## src/rtl/img_transition_gen.sv

```systemverilog
// Image-transition address generator: maps VGA pixels to picture-ROM addresses and animates
// SPLIT/WIPE/SCROLL transitions. Define TRANS_MIRROR_EN to enable the vertical mirror input.
module img_transition_gen #(
  parameter int unsigned IMG_W       = 320,
  parameter int unsigned IMG_H       = 240,
  parameter int unsigned SCALE_SHIFT = 1,
  parameter int unsigned STEP        = 1,
  parameter int unsigned ADDR_W      = 17,
  parameter int unsigned OFS_W       = 10
) (
  input  logic              clk_i,
  input  logic              rst_i,
  input  logic              tick_i,
  input  logic [9:0]        h_cnt_i,
  input  logic [9:0]        v_cnt_i,
  input  logic              valid_i,
  input  logic              cmd_valid_i,
  input  logic [1:0]        cmd_mode_i,
  output logic              cmd_ready_o,
  input  logic              abort_i,
  input  logic              mirror_i,
  output logic [ADDR_W-1:0] pixel_addr_o,
  output logic              pix_en_o,
  output logic              busy_o,
  output logic              done_o
);

  // Common compare width: wide enough for coordinates, offsets and their sums.
  localparam int unsigned CW = ((OFS_W > 10) ? OFS_W : 10) + 2;

  localparam logic [1:0] ModeSplit  = 2'd0;
  localparam logic [1:0] ModeWipe   = 2'd1;
  localparam logic [1:0] ModeScroll = 2'd2;
  localparam logic [1:0] ModeRsvd   = 2'd3;

  typedef enum logic [1:0] {StIdle, StOut, StIn} state_e;

  state_e            state_q, state_d;
  logic [OFS_W-1:0]  offset_q, offset_d;
  logic [1:0]        mode_q, mode_d;
  logic              done_q, done_d;
  logic [ADDR_W-1:0] pixel_addr_q, pixel_addr_d;
  logic              pix_en_q, pix_en_d;

  logic [CW-1:0] ofs_ext, ofs_up;
  logic [CW-1:0] x, y_raw, y, xs;
  logic          in_img, blank;

  assign ofs_ext = CW'(offset_q);
  assign ofs_up  = ofs_ext + CW'(STEP);

  always_comb begin
    state_d  = state_q;
    offset_d = offset_q;
    mode_d   = mode_q;
    done_d   = 1'b0;
    unique case (state_q)
      StIdle: begin
        if (cmd_valid_i && (cmd_mode_i != ModeRsvd)) begin
          mode_d  = cmd_mode_i;
          state_d = StOut;
        end
      end
      StOut: begin
        if (abort_i) begin
          offset_d = '0;
          state_d  = StIdle;
        end else if (tick_i) begin
          if (ofs_up >= CW'(IMG_W)) begin
            if (mode_q == ModeScroll) begin
              offset_d = '0;
              state_d  = StIdle;
              done_d   = 1'b1;
            end else begin
              offset_d = OFS_W'(IMG_W);
              state_d  = StIn;
            end
          end else begin
            offset_d = OFS_W'(ofs_up);
          end
        end
      end
      StIn: begin
        if (abort_i) begin
          offset_d = '0;
          state_d  = StIdle;
        end else if (tick_i) begin
          if (ofs_ext <= CW'(STEP)) begin
            offset_d = '0;
            state_d  = StIdle;
            done_d   = 1'b1;
          end else begin
            offset_d = offset_q - OFS_W'(STEP);
          end
        end
      end
      default: state_d = StIdle;
    endcase
  end

  assign x     = CW'(h_cnt_i >> SCALE_SHIFT);
  assign y_raw = CW'(v_cnt_i >> SCALE_SHIFT);

`ifdef TRANS_MIRROR_EN
  assign y = mirror_i ? (CW'(IMG_H - 1) - y_raw) : y_raw;
`else
  logic unused_mirror;
  assign unused_mirror = mirror_i;
  assign y = y_raw;
`endif

  assign in_img = valid_i && (x < CW'(IMG_W)) && (y_raw < CW'(IMG_H));

  always_comb begin
    xs    = x;
    blank = 1'b0;
    if (state_q != StIdle) begin
      unique case (mode_q)
        ModeSplit: begin
          if (y < CW'(IMG_H / 2)) begin
            xs    = x + ofs_ext;
            blank = (xs >= CW'(IMG_W));
          end else begin
            xs    = x - ofs_ext;
            blank = (x < ofs_ext);
          end
        end
        ModeWipe: blank = (x >= (CW'(IMG_W) - ofs_ext));
        ModeScroll: begin
          xs = x + ofs_ext;
          if (xs >= CW'(IMG_W)) xs = xs - CW'(IMG_W);
        end
        default: ;
      endcase
    end
  end

  always_comb begin
    pixel_addr_d = pixel_addr_q;
    if (in_img) pixel_addr_d = ADDR_W'(y) * ADDR_W'(IMG_W) + ADDR_W'(xs);
    pix_en_d = in_img && !blank;
  end

  always_ff @(posedge clk_i) begin
    if (rst_i) begin
      state_q      <= StIdle;
      offset_q     <= '0;
      mode_q       <= ModeSplit;
      done_q       <= 1'b0;
      pixel_addr_q <= '0;
      pix_en_q     <= 1'b0;
    end else begin
      state_q      <= state_d;
      offset_q     <= offset_d;
      mode_q       <= mode_d;
      done_q       <= done_d;
      pixel_addr_q <= pixel_addr_d;
      pix_en_q     <= pix_en_d;
    end
  end

  assign cmd_ready_o  = (state_q == StIdle);
  assign busy_o       = (state_q == StOut) || (state_q == StIn);
  assign done_o       = done_q;
  assign pixel_addr_o = pixel_addr_q;
  assign pix_en_o     = pix_en_q;

endmodule

```

## config.mk

```make
export PLATFORM = sky130hd
export DESIGN_NAME = img_transition_gen
export DESIGN_NICKNAME = d
export VERILOG_FILES = /design/src/rtl/img_transition_gen.sv
export SDC_FILE = /design/constraint.sdc
export NUM_CORES = 1
export LEC_CHECK = 0
export ABC_AREA = 1
export CORE_ASPECT_RATIO = 1.5
export CORE_UTILIZATION = 40
export CTS_CLUSTER_SIZE = 20
export DETAILED_ROUTE_END_ITERATION = 8
export PLACE_DENSITY = 0.58
export SYNTH_ARGS = -nofsm -noshare
export SYNTH_HDL_FRONTEND = slang
export SYNTH_SLANG_ARGS = --single-unit
```

## constraint.sdc

```tcl
create_clock -name clk_i -period 7.2 [get_ports clk_i]
set_input_delay 1.08 -clock clk_i [delete_from_list [all_inputs] [get_ports clk_i]]
set_output_delay 1.08 -clock clk_i [all_outputs]
set_load 0.02 [all_outputs]
```

==> flow_summary.ini <==
[status]
status = complete, but fails checks
violations = design-rule violations

[synth]
synth.most_common_cell = nand2_1
synth_top_area_share_pct = 16.5
synth_top_area_cell = ha_1
synth_flop_cell = dfxtp_1
yosysWarnings = 0
netlist_top_cells_count = nand2_1, inv_1, nor2_1
async_reset_ff_share_pct = 0
syn_avg_cell_area_um2 = 6.36
ys_seq_elements = 33
synthesis.area_mm2 = 0.00409
synth_edf_count = 0
syn_inst = 644
syn-num-nets = 731
ys_seq_area_share_pct = 16.1
synth.area.top_cells = ha_1, dfxtp_1, nand2_1
yosysUniqueCellTypes = 46

[timing]
setup_slack_ns = 1.51
relSlewSlack_pct = 41.9
setup_viol = 0
tightest_slew_ns = 0.870
slew_viol_final = 0
grt_setup_unrepaired = false
fin_setup_tns_ns = 0
finalHoldViolations = 0
fin_crit_ns = 5.69
skew_ns = 0.00536
period_share_pct = 79.0
fmax_mhz = 176

[worst_setup_path]
cp.arrival_ns = 5.87
cp_slowest_stage_delay_ns = 0.52
reg2reg_depth = 31
startpoint_type = primary input
critPathKind = primary input to register
reg2reg_to = pixel_addr_o[15]
rrSetupSlack_ns = 2.18
cpMostUsedCell = nand2_1
required_ns = 7.39
cp_max_fo = 8
reg2reg_from = offset_q[5]
endpoint_kind = register
crit_slowest_cell = clkdlybuf4s50_1

[layout]
area_delta_synth_final_pct = 17.4
final_cells = 799
drive_gt1_share_pct = 4.09
insertedDiodeCount = 0
layout.nets = 770

[detailed_routing]
drc_errors = 1
antenna_left = 0
firstDrtPassIters = 7
vias_per_cell = 5.42
vias = 4331
wl_per_cell_um = 15.6
drt_first_iter_violations = 237
wirelength_mm = 12.5

[grt]
grt_max_degree = 31
antenna_found_initial = 0
grt_pass1_vias = 4125
track_usage_pct = 24.0
grt_pass1_wl_mm = 20.2
overflow = 0

[worst_hold_path]
hold_path_class = register to register
holdPathStages = 2
min_to = state_q[0]
worstHoldStart = state_q[0]

[placement]
hpwl_mm = 10.0
port_buffers = 46
gp_congestion = 0.895
placed_cells = 791
pre_cts_ws_ns = 1.27

[clock_tree]
cts_root_buffer = clkbuf_16
ctsHoldBuffers = 0
ctsResizeCount = 0
clk_latency_ns = 0.29
clockBufferDepth = 2
cts_sinks = 33
cts_tree = built
htree_levels = 2
cts_buffers = 5
cts_setup_buffers = 0
clkSlewWorstSetupHoldPaths_ns = 0.05

[power_and_ir_drop]
power.density_mw_per_mm2 = 230
finalPower_mw = 1.10
ir_drop_uv = 103
leakage_nw = 2.33

[floorplanning]
dieArea_mm2 = 0.0107
fp-row-count = 44
die_h_um = 126
die_x_um = 84.6
start_util_pct = 41.8
core_mm2 = 0.00980
ios = 50

[flow_run]
maxCapViolCount = 0
==> worst max path at each step <==
| stage | slack, ns | from | end | cells past startpoint |
|---|---|---|---|---|
| floorplan | 2.64 | h_cnt_i[1] | pixel_addr_o[15] | 29 |
| global placement | 1.30 | h_cnt_i[6] | pixel_addr_o[15] | 31 |
| detailed placement | 1.27 | h_cnt_i[6] | pixel_addr_o[15] | 31 |
| CTS | 1.57 | h_cnt_i[6] | pixel_addr_o[15] | 31 |
| global route | 1.09 | h_cnt_i[2] | pixel_addr_o[15] | 34 |
| finish | 1.51 | h_cnt_i[6] | pixel_addr_o[15] | 31 |
==> worst max-delay path: cells and delay by family <==
kind | cells | cell delay (ns)
fa+ha+maj | 3 | 1.03
buf+inv | 4 | 0.79
simple gates | 18 | 1.55
xor+xnor | 1 | 0.42
compound gates | 5 | 0.97
==> power by group <==
group | internal, mW | switching, mW
combinational | 0.221 | 0.392
sequential | 0.201 | 0.0257
clock | 0.173 | 0.0890
total | 0.596 | 0.507
==> per-stage QoR <==
step,utilization (%),hold slack (ns),cell area [um2]
after global placement,47.3,0.476,4630
final,49.0,0.487,4800
after CTS,49.0,0.488,4800
after detailed placement,47.3,0.479,4630
after global routing,49.0,0.500,4800
after floorplan,-,0.450,4090
==> cells in the final DEF, fill, tap and decap left out, types with 2 or more instances in the layout <==
cell type          n
inv_1             79
xnor2_1            8
clkinv_1           2
nand2_1          162
nor3_1             9
clkdlybuf4s50_1   46
nand2_2            2
inv_2              3
o21ai_0           47
o21bai_1           4
clkbuf_16          5
nand4_1            7
xor2_1            20
ha_1              54
a21oi_1           51
dfxtp_1           33
o22ai_1            2
nand3_1           38
a31oi_1            4
nor2_1            58
nor2_4             2
nand3b_1           4
o211ai_1           6
a21boi_0           2
fa_1               4
o31ai_1            2
a21o_1             5
a211oi_1           2
a21oi_2            4
==> registers in the layout, summed over array words and instances, names as in the netlist <==
| name | flops |
|---|---|
| state_q | 2 |
| pix_en_o | 1 |
| pixel_addr_o | 17 |
| done_o | 1 |
| mode_q | 2 |
| offset_q | 10 |
==> routing by layer <==
layer  wire, um  vias to the layer above  part of all wire [%]  GRT usage [%]
met2       6730                      124                    54           47.4
met5          0                        -                     0              0
met3        462                       27                   3.7           2.62
met4        435                        0                   3.5           11.5
met1       4850                     1992                    39           24.6
li1           -                     2188                     -              -
==> cells by family after synthesis <==
logic type	share of synthesized area (%)
buffers and inverters	9.50
and+or+nand+nor	31.2
DFF	16.1
xor gates and xnor gates	6.39
adders and majority gates	18.5
AOI/OAI and AO/OA	18.3
==> final cells by class <==
class / count / area, um2
fillers: 1024 / 4990
repair buffers: 47 / 468
well taps: 115 / 144
flip-flops and latches: 33 / 661
clock inverters: 1 / 30.0
clock buffers: 7 / 143
multi-input cells: 512 / 3040
inverters: 84 / 315
Power figures use the tool's default switching activity.
